## src/rtl/key_ctrl.sv

```systemverilog
// Front-panel key conditioner: 2-flop sync, debounce, press/release/long-press events.
// Optional KEY_CTRL_REPEAT_EN adds auto-repeat of key_press on the select key (bit 0).
module key_ctrl #(
    parameter int unsigned NKEY       = 4,
    parameter int unsigned CNT_W      = 16,
    parameter int unsigned DEB_CYC    = 20,
    parameter int unsigned LONG_CYC   = 200,
    parameter int unsigned REPEAT_CYC = 50
) (
    input  logic            clk,
    input  logic            rst,
    input  logic [NKEY-1:0] key_raw,
    output logic [NKEY-1:0] key_level,
    output logic [NKEY-1:0] key_press,
    output logic [NKEY-1:0] key_release,
    output logic [NKEY-1:0] key_long,
    output logic            key_any
);

    localparam logic [CNT_W-1:0] DEB_MAX  = CNT_W'(DEB_CYC - 1);
    localparam logic [CNT_W-1:0] LONG_MAX = CNT_W'(LONG_CYC - 1);

    // Reject parameter sets that would make a counter wrap or never match.
    if (DEB_CYC < 1 || longint'(DEB_CYC) >= (longint'(1) << CNT_W) ||
        LONG_CYC < 1 || longint'(LONG_CYC) >= (longint'(1) << CNT_W) ||
        REPEAT_CYC < 1 || longint'(REPEAT_CYC) >= (longint'(1) << CNT_W)) begin : g_bad_param
        $error("key_ctrl: counter parameter out of range");
    end

    typedef enum logic [1:0] {
        ST_IDLE    = 2'd0,
        ST_PRESSED = 2'd1,
        ST_LONG    = 2'd2
    } state_t;

    logic [NKEY-1:0]  s1;
    logic [NKEY-1:0]  s2;
    logic [CNT_W-1:0] dcnt [NKEY];
    logic [CNT_W-1:0] hcnt [NKEY];
    state_t           state [NKEY];
    logic [NKEY-1:0]  accept_c;
    logic [NKEY-1:0]  rise_c;
    logic [NKEY-1:0]  fall_c;

`ifdef KEY_CTRL_REPEAT_EN
    localparam logic [CNT_W-1:0] REP_MAX = CNT_W'(REPEAT_CYC - 1);
    logic [CNT_W-1:0] rcnt;
`endif

    // A level change is accepted on the edge where the debounce count expires.
    always_comb begin
        accept_c = '0;
        for (int i = 0; i < NKEY; i++) begin
            accept_c[i] = (s2[i] != key_level[i]) && (dcnt[i] == DEB_MAX);
        end
    end

    assign rise_c  = accept_c & s2;
    assign fall_c  = accept_c & ~s2;
    assign key_any = |key_level;

    always_ff @(posedge clk or negedge rst) begin
        if (!rst) begin
            s1          <= '0;
            s2          <= '0;
            key_level   <= '0;
            key_press   <= '0;
            key_release <= '0;
            key_long    <= '0;
            for (int i = 0; i < NKEY; i++) begin
                dcnt[i]  <= '0;
                hcnt[i]  <= '0;
                state[i] <= ST_IDLE;
            end
`ifdef KEY_CTRL_REPEAT_EN
            rcnt <= '0;
`endif
        end else begin
            s1          <= key_raw;
            s2          <= s1;
            key_press   <= '0;
            key_release <= '0;
            key_long    <= '0;
            for (int i = 0; i < NKEY; i++) begin
                if (s2[i] == key_level[i] || accept_c[i]) begin
                    dcnt[i] <= '0;
                end else begin
                    dcnt[i] <= dcnt[i] + CNT_W'(1);
                end
                if (accept_c[i]) begin
                    key_level[i] <= s2[i];
                end

                case (state[i])
                    ST_IDLE: begin
                        if (rise_c[i]) begin
                            key_press[i] <= 1'b1;
                            hcnt[i]      <= '0;
                            state[i]     <= ST_PRESSED;
                        end
                    end
                    // A release landing on the long-press edge wins; hcnt saturates.
                    ST_PRESSED: begin
                        if (fall_c[i]) begin
                            key_release[i] <= 1'b1;
                            state[i]       <= ST_IDLE;
                        end else if (hcnt[i] == LONG_MAX) begin
                            key_long[i] <= 1'b1;
                            state[i]    <= ST_LONG;
                        end else begin
                            hcnt[i] <= hcnt[i] + CNT_W'(1);
                        end
                    end
                    ST_LONG: begin
                        if (fall_c[i]) begin
                            key_release[i] <= 1'b1;
                            state[i]       <= ST_IDLE;
                        end
                    end
                    default: state[i] <= ST_IDLE;
                endcase
            end

`ifdef KEY_CTRL_REPEAT_EN
            // Auto-repeat on select while long-held; cleared outside LONG and on release.
            if (state[0] == ST_LONG && !fall_c[0]) begin
                if (rcnt == REP_MAX) begin
                    key_press[0] <= 1'b1;
                    rcnt         <= '0;
                end else begin
                    rcnt <= rcnt + CNT_W'(1);
                end
            end else begin
                rcnt <= '0;
            end
`endif
        end
    end

endmodule

```

## config.mk

```make
export PLATFORM = sky130hd
export DESIGN_NAME = key_ctrl
export DESIGN_NICKNAME = d
export VERILOG_FILES = /design/src/rtl/key_ctrl.sv
export SDC_FILE = /design/constraint.sdc
export NUM_CORES = 1
export LEC_CHECK = 0
export CAP_MARGIN = 40
export CORE_ASPECT_RATIO = 0.5
export CORE_MARGIN = 1
export CORE_UTILIZATION = 45
export DETAILED_ROUTE_END_ITERATION = 8
export DONT_BUFFER_PORTS = 1
export GPL_ROUTABILITY_DRIVEN = 1
export PLACE_DENSITY = 0.71
export SLEW_MARGIN = 25
export SYNTH_ARGS = -nofsm -noshare
export SYNTH_HDL_FRONTEND = slang
export SYNTH_SLANG_ARGS = --single-unit
```

## constraint.sdc

```tcl
create_clock -name clk -period 5.6 [get_ports clk]
set_clock_uncertainty 0.15 [all_clocks]
set_input_delay 1.12 -clock clk [delete_from_list [all_inputs] [get_ports clk]]
set_output_delay 1.12 -clock clk [all_outputs]
set_load 0.005 [all_outputs]
```

---- Yosys cells after proc, flatten, opt, wreduce, memory -nomap -nowiden ----
Cells that the tools add are included.
word-level totals
  flip-flop bits (word level) ............. 160
  latch bits .............................. 0
  RAM bits ................................ 0
  ROM bits ................................ 0
  bits of input ports ..................... 6
  output and inout bits ................... 17
  logic and storage cells ................. 173
  memories kept ........................... 0
operators by class
  add/sub/neg operators ................... 8
  $mul .................................... 0
  divide/modulo/power cells ............... 0
  magnitude comparators ................... 0
  equal/unequal tests ..................... 44
  shift operators ......................... 0
  muxes and demuxes ....................... 68
  bitwise operators ....................... 3
  reductions and logical operators ........ 29
operators by type and width
  kind                                                   number
  two-way mux 16 bit                                     16
  adder 16 x 1 -> 16 bit (second input constant)         8
  case mux 16 bit (2 select lines)                       4
  equality test 16 x 5 -> 1 bit (second input constant)  4
  equality test 16 x 8 -> 1 bit (second input constant)  4
  two-way mux 2 bit                                      16
  inequality test 2 bit (second input constant)          16
  two-way mux 1 bit                                      28
  case mux 2 bit (3 select lines)                        4
  AND reduction 4 bit                                    4
  inequality test 3 bit (second input constant)          4
  AND reduction 3 bit                                    4
  AND 4 bit                                              2
  equality test 2 x 1 -> 1 bit (second input constant)   4
  equality test 2 bit (second input constant)            4
  zero test 2 bit                                        4
  nonzero test 2 bit                                     4
  OR reduction 2 bit                                     4
  equality test 1 bit                                    4
  logical AND 1 bit                                      4
  logical OR 1 bit                                       4
  inequality test 1 bit                                  4
  NOT 4 bit                                              1
  OR reduction 4 bit                                     1

---- Longest topological paths before layout ----
Gate-level depths: netlist of run 1.
  depth after elaboration ................. 5
  mapped depth ............................ 10
  gate-level depth less buffers ........... 8

---- Least setup slack after synthesis of run 1 ----
OpenSTA, ideal clock, no wires.
  path kind ............................... register to register
  from .................................... reg dcnt[11] in the netlist's numbering
  to ...................................... reg hcnt[15] in the netlist's numbering
  library setup time ...................... 0.080 ns
  data arrival time ....................... 2.259 ns
  data required time ...................... 5.370 ns
  setup slack ............................. 3.110 ns
  cell stages (with the launch flop) ...... 8
  buffers on the path ..................... 1
  clock period less this slack ............ 2.490 ns
  cells stage by stage .................... dfrtp_1 > buf_6 > or4_4 > or4_4 > nand2_2 > a21oi_2 > or4b_4 > o211ai_2
on the way
  word-level cells in the longest chain between the ends .. 5
  elaborated cells between the ends (all ways) .. 7
  classes of those cells .................. eq/ne: 3; bitwise: 2; reduce/logical: 2
RTL lines
  element                                   line    text
  start, declared                           38      logic [CNT_W-1:0] dcnt [NKEY];
  start signal, assigned by index           88      dcnt[i] <= dcnt[i] + CNT_W'(1);
  equality test 16 x 5 -> 1 bit (*)         54      accept_c[i] = (s2[i] != key_level[i]) && (dcnt[i] == DEB_MAX);
  logical AND 1 bit (*)                     54
  AND 4 bit (on tied branches)              59, 58
  inequality test 2 bit (no source line)    --
  AND reduction 4 bit (no source line) (*)  --
  end signal, assigned by index             111     hcnt[i] <= hcnt[i] + CNT_W'(1);
  end, declared                             39      logic [CNT_W-1:0] hcnt [NKEY];
Every way passes the cells marked *; elsewhere a longest branch is shown, timed or not.
A chain may end at the register's enable or synchronous reset.

---- Worst setup path in the final report of run 1 ----
  from .................................... reg dcnt[48] in the netlist's numbering
  to ...................................... reg hcnt[53] in the netlist's numbering
The elaborated chain is that of the path after synthesis.

==> flow_metrics.tcl, run 1 <==
set metrics [dict create \
    hold_path_class "reg2reg" \
    cts-buffers-inserted 17 \
    grt.overflow.total 0 \
    reg2reg_slack_ps 2530 \
    top_level_pins 23 \
    net_count_of_the_finished_layout 913 \
    combinationalPowerShare_pct 1.1 \
    fin_crit_sh_pct 54.9 \
    netSwitchingFraction_pct 22.0 \
    synth_cells 895 \
    syn_area_sq_um 8380 \
    clk_latency_ps 430 \
    die_area_sq_um 19200 \
    max_freq_mhz 325 \
    cellLeakagePower_nw 3.96 \
    regToRegEndpoint "hcnt[53]" \
    period_needed_ps 3070 \
    multi_input_area_sq_um 4180 \
    total_power_mw 2.41 \
    worst_hold_path.endpoint "s2[2]" \
    chipHeight_microns 98.5 \
    post-route-drc-count 0 \
    start_util_pct 47.1 \
    critPathLaunchType "register" \
    grt_setup_unrepaired "no" \
    ys_seq_elements 160 \
    area_delta_synth_final_pct 9.67 \
    worstHoldStart "s1[2]" \
    grt_max_degree 161 \
    clock_sinks 160 \
    ys_warn_count 0 \
    setup_tns_ps 0 \
    synth_edf_count 0 \
    slew_headroom_pct 48.8 \
    core_area_sq_um 17800 \
    final-hold-violation-count 0 \
    crit_path_max_fanout 12 \
    synth_flop_cell "sky130_fd_sc_hd__dfrtp_1" \
    via_count 6617 \
    initial_antenna_violation_count 0 \
    groute.usage.overall_pct 18.9 \
    fillerInstances 1606 \
    detailedPlacementHpwl_microns 11200 \
    crit-reg2reg-launch "dcnt[48]" \
    routed_wirelength_microns 17100 \
    worstPathRequired_ps 5770 \
    yosys.cell_types.count 63 \
    outcome "finished clean" \
    worst_ep_arrival_time_ps 3240 \
    grt_pass1_wl_microns 29900 \
    postRouteAntennaNets 0 \
    layout_common_cells "sky130_fd_sc_hd__dfrtp_1 (160), sky130_fd_sc_hd__nor2_1 (113), sky130_fd_sc_hd__nand2_1 (85), sky130_fd_sc_hd__o21ai_0 (61), sky130_fd_sc_hd__nand3_1 (54)" \
    setup.worst_path.end_class "register" \
    hold-path-cell-count 0 \
    drive_gt1_share_pct 5.89 \
    drt_first_iter_violations 443 \
    p_switching_mw 0.528 \
    critical_setup_path_class "reg2reg" \
    transition_time_at_the_pin_with_the_least_slew_margin_ps 766 \
    syn-mean-instance-area_sq_um 9.37 \
    rr_worst_depth 8 \
    syn-num-nets 921 \
    avgViaCountPerCell 5.84 \
    cts_setup_buffers 0 \
    ir_worst_vdd_mv 0.204 \
    final_max_slew_viol_count 0 \
    final_common_cell "sky130_fd_sc_hd__dfrtp_1" \
    async_flop_share_pct 100 \
    cts-htree-levels 4 \
    grt_pass1_vias 6345 \
    detailedRoute.firstPassIterationCount 5 \
    final-setup-viol-count 0 \
    cts-hold-fix-buffers 0 \
    cts.reportedPaths.clkPinSlew_ps 70 \
    power.internal_mw 1.88 \
    io_buffer_count 0 \
    ys_seq_area_share_pct 47.8 \
    detail_route.wl_per_cell_microns 15.1 \
    number_of_core_rows 34 \
    gp_congestion 0.826 \
    final-seq-area_sq_um 4000 \
    tritoncts "built" \
    max_cap_violations 0 \
    fp.dieW_microns 195 \
    p_seq_share_pct 48.9 \
    num_antenna_cells 0 \
    cts.root.buffer_cell "sky130_fd_sc_hd__clkbuf_16" \
    clockPowerShare_pct 50.0 \
    clock_path_buffers 2 \
    pwr_density_cell_nw_per_um2 262 \
    cts_resized 0 \
]
## state kept, by name (all words and copies together) (netlist names)
name         count
key_release      4
dcnt            64
key_press        4
key_level        4
key_long         4
s2               4
hcnt            64
s1               4
state            8
## cell families after synthesis
family / synth area share, %
adder cells (fa/ha/maj): 2.99
XOR/XNOR: 5.96
buffers and inverters: 2.51
flip-flops: 47.8
AND/OR/NAND/NOR: 27.4
AO/OA/AOI/OAI: 12.4
multiplexers: 0.985
## how the worst max path moves through the flow
stage	startpoint	endpoint	slack, ps	depth (start not counted)
2_1_floorplan	dcnt[11]	hcnt[15]	3110	7
3_3_place_gp	dcnt[48]	hcnt[63]	2560	7
3_5_place_dp	dcnt[48]	hcnt[53]	2550	8
4_1_cts	dcnt[48]	hcnt[53]	2530	8
5_1_grt	dcnt[48]	hcnt[53]	2280	8
6_report	dcnt[48]	hcnt[53]	2530	8
## cell usage after synthesis (21+ instances only)
library cell / instances / area share, %
sky130_fd_sc_hd__dfrtp_1: 160 / 48
sky130_fd_sc_hd__nor2_1: 113 / 5.1
sky130_fd_sc_hd__nand2_1: 85 / 3.8
sky130_fd_sc_hd__o21ai_0: 61 / 3.6
sky130_fd_sc_hd__nand3_1: 54 / 3.2
sky130_fd_sc_hd__xor2_1: 40 / 4.2
sky130_fd_sc_hd__and3_1: 29 / 2.2
sky130_fd_sc_hd__nand4_1: 26 / 1.9
sky130_fd_sc_hd__o31ai_1: 26 / 2.3
sky130_fd_sc_hd__inv_1: 22 / 0.99
sky130_fd_sc_hd__clkbuf_1: 21 / 0.94
sky130_fd_sc_hd__nor3_1: 21 / 1.3
sky130_fd_sc_hd__nor4_1: 21 / 1.6
## per-layer routing
metal / vias up / GRT usage [%] / routed length, microns / part of all wire [%]
li1: 3241 / - / - / -
met1: 3242 / 25.9 / 8520 / 50
met2: 116 / 30.1 / 7890 / 46
met3: 18 / 4.04 / 544 / 3.2
met4: 0 / 6.42 / 170 / 0.99
met5: - / 0 / 0 / 0
## critical path: stages (launching register included)
cell                        delay (ps)
sky130_fd_sc_hd__dfrtp_1           400
sky130_fd_sc_hd__ha_1              260
sky130_fd_sc_hd__nor4b_1           330
sky130_fd_sc_hd__nand4_1           300
sky130_fd_sc_hd__a2111oi_1         530
sky130_fd_sc_hd__nor3_2            200
sky130_fd_sc_hd__buf_6             190
sky130_fd_sc_hd__nand2b_1          230
sky130_fd_sc_hd__o41ai_1           350
## per-stage QoR
stage | util [%] | hold slack (ps) | area (sq um) | cells | worst slack (ps)
2_1_floorplan | - | 181 | 8380 | 895 | 3110
3_3_place_gp | 48.1 | 183 | 8560 | 1101 | 2560
3_5_place_dp | 48.3 | 187 | 8580 | 1102 | 2550
4_1_cts | 51.7 | 202 | 9190 | 1134 | 2530
5_1_grt | 51.7 | 215 | 9190 | 1134 | 2280
6_report | 51.7 | 201 | 9190 | 1134 | 2530
## area by class of cell
type                            instances  share of cell area, %
Multi-Input combinational cell        683                   45.5
Sequential cell                       160                   43.5
Clock buffer                           20                   5.08
Tap cell                              234                   3.18
Clock inverter                         12                   1.58
Inverter                               24                  0.980
Timing Repair Buffer                    1                  0.122
## power groups by stage
stage / combinational [mW] / sequential, mW / clock (mW)
after floorplan: 0.0216 / 1.19 / 0
after global placement: 0.0258 / 1.20 / 0
after CTS: 0.0265 / 1.18 / 1.22
after global routing: 0.0310 / 1.18 / 1.28
final: 0.0263 / 1.18 / 1.20
after detailed placement: 0.0262 / 1.20 / 0
No activity file was read; power rests on OpenSTA's default activity.
==> run 2, diff against run 1 <==
clock period = 2.9 ns   (was 5.6 ns; I/O delays follow)
==> flow_metrics.tcl, run 2 (synthesis gave the netlist of run 1 again) <==
set metrics [dict create \
    biggest_registers_after_layout "dcnt x64, hcnt x64, state x8" \
    finalHoldWorstSlack_ps -295 \
    avgViaCountPerCell 5.86 \
    cts.root.buffer_cell "sky130_fd_sc_hd__clkbuf_16" \
    setup_tns_ps 0 \
    cts-htree-levels 4 \
    final-hold-violation-count 160 \
    post-route-drc-count 0 \
    num_antenna_cells 0 \
    detailedRoute.firstPassIterationCount 5 \
    crit-reg2reg-launch "dcnt[48]" \
    clock_path_buffers 2 \
    critPathLaunchType "register" \
    fp.dieW_microns 195 \
    final_core_util_pct 52.3 \
    fillerInstances 1555 \
    cellLeakagePower_nw 4.02 \
    grt_setup_unrepaired "no" \
    critical_setup_path_class "reg2reg" \
    core_area_sq_um 17800 \
    max_cap_violations 0 \
    max_freq_mhz 371 \
    worstPathRequired_ps 3090 \
    cpMaxStageDelayCell "sky130_fd_sc_hd__or4_1" \
    transition_time_at_the_pin_with_the_least_slew_margin_ps 638 \
    detail_route.wl_per_cell_microns 14.8 \
    drt_first_iter_violations 334 \
    pwr_density_cell_nw_per_um2 484 \
    drive_gt1_share_pct 7.95 \
    critical-path-top-delay-family "simple AND/OR/NAND/NOR gates" \
    reg2reg_slack_ps 200 \
    crit_path_max_fanout 22 \
    final_common_cell "sky130_fd_sc_hd__dfrtp_1" \
    start_util_pct 47.1 \
    final-setup-viol-count 0 \
    path_cells "ha_1, nor4b_1, nand4_1, a2111oi_2, nor3_2, buf_4, or4_1, a22oi_1" \
    final_max_slew_viol_count 0 \
    groute.usage.overall_pct 18.9 \
    setup.worst_path.end_class "register" \
    number_of_core_rows 34 \
    period_needed_ps 2700 \
    net_count_of_the_finished_layout 932 \
    timing.critical_path.slowest_cell_delay_ps 510 \
    hold_path_class "in2async" \
    routed_wirelength_microns 17100 \
    final_cell_count_no_fill 1152 \
    tritoncts "built" \
    cts-buffers-inserted 17 \
    grt_pass1_wl_microns 30300 \
    fin_crit_sh_pct 92.9 \
    cts.reportedPaths.clkPinSlew_ps 70 \
    gp_congestion 0.868 \
    regToRegEndpoint "hcnt[61]" \
    via_count 6752 \
    detailedPlacementHpwl_microns 11400 \
    chipHeight_microns 98.5 \
    area_delta_synth_final_pct 10.9 \
    grt_pass1_vias 6492 \
    grt.overflow.total 0 \
    ir_worst_vdd_mv 0.400 \
    worst_ep_arrival_time_ps 2890 \
    io_buffer_count 0 \
    placed_cells_incl_taps 1121 \
    top_level_pins 23 \
    postRouteAntennaNets 0 \
    clk_latency_ps 420 \
    slew_headroom_pct 57.4 \
    outcome "complete, but fails checks" \
    initial_antenna_violation_count 0 \
    rr_worst_depth 8 \
    timing.critical_path.buf_inv 1 \
    layout_common_cells "sky130_fd_sc_hd__dfrtp_1 (160), sky130_fd_sc_hd__nor2_1 (113), sky130_fd_sc_hd__nand2_1 (85), sky130_fd_sc_hd__o21ai_0 (61), sky130_fd_sc_hd__nand3_1 (53)" \
    clock_sinks 160 \
    grt_max_degree 161 \
    violations "hold timing" \
    die_area_sq_um 19200 \
]
-- run 2: worst max path at each step --
stage / start / to / cells past startpoint
6_report: dcnt[48] / hcnt[61] / 8
5_1_grt: dcnt[48] / hcnt[61] / 8
4_1_cts: dcnt[48] / hcnt[61] / 8
3_5_place_dp: dcnt[48] / hcnt[61] / 8
3_3_place_gp: dcnt[48] / hcnt[62] / 8
2_1_floorplan: dcnt[11] / hcnt[15] / 7
-- run 2: cell type report --
type,instances,area (sq um),area share [%]
repair buffers,20,150,1.61
flip-flops and latches,160,4000,43.1
multi-input cells,683,4190,45.1
well taps,234,293,3.15
clock inverters,13,128,1.37
inverters,24,90.1,0.969
clock buffers,18,439,4.72
-- run 2: repair_timing --
action,4_1_cts,5_1_grt
setup buffers,0,0
endpoints found under the setup margin,0,5
resized for setup,0,3
endpoints found under the hold margin,160,160
-- run 2: per-stage QoR --
| stage | total power, mW | setup slack, ps | instance area (sq um) | hold WS (ps) |
|---|---|---|---|---|
| 2_1_floorplan | 2.35 | 410 | 8380 | 134 |
| 3_3_place_gp | 2.36 | 225 | 8710 | 138 |
| 3_5_place_dp | 2.36 | 162 | 8710 | 139 |
| 4_1_cts | 4.54 | 138 | 9280 | -311 |
| 5_1_grt | 4.66 | 23.4 | 9300 | -313 |
| 6_report | 4.50 | 205 | 9300 | -295 |
-- run 2: where the power goes --
part | internal [mW] | switching (mW)
registers | 2.25 | 0.0203
clock network | 1.22 | 0.961
logic | 0.0213 | 0.0306
total | 3.49 | 1.01
-- run 2: metal layers --
metal	vias up	global-route usage [%]	part of all wire, %	routed length, microns
met5	-	0	0	0
met3	11	3.70	3.5	599
met1	3327	25.1	47	8080
li1	3286	-	-	-
met2	128	31.5	48	8250
met4	0	6.18	0.94	161
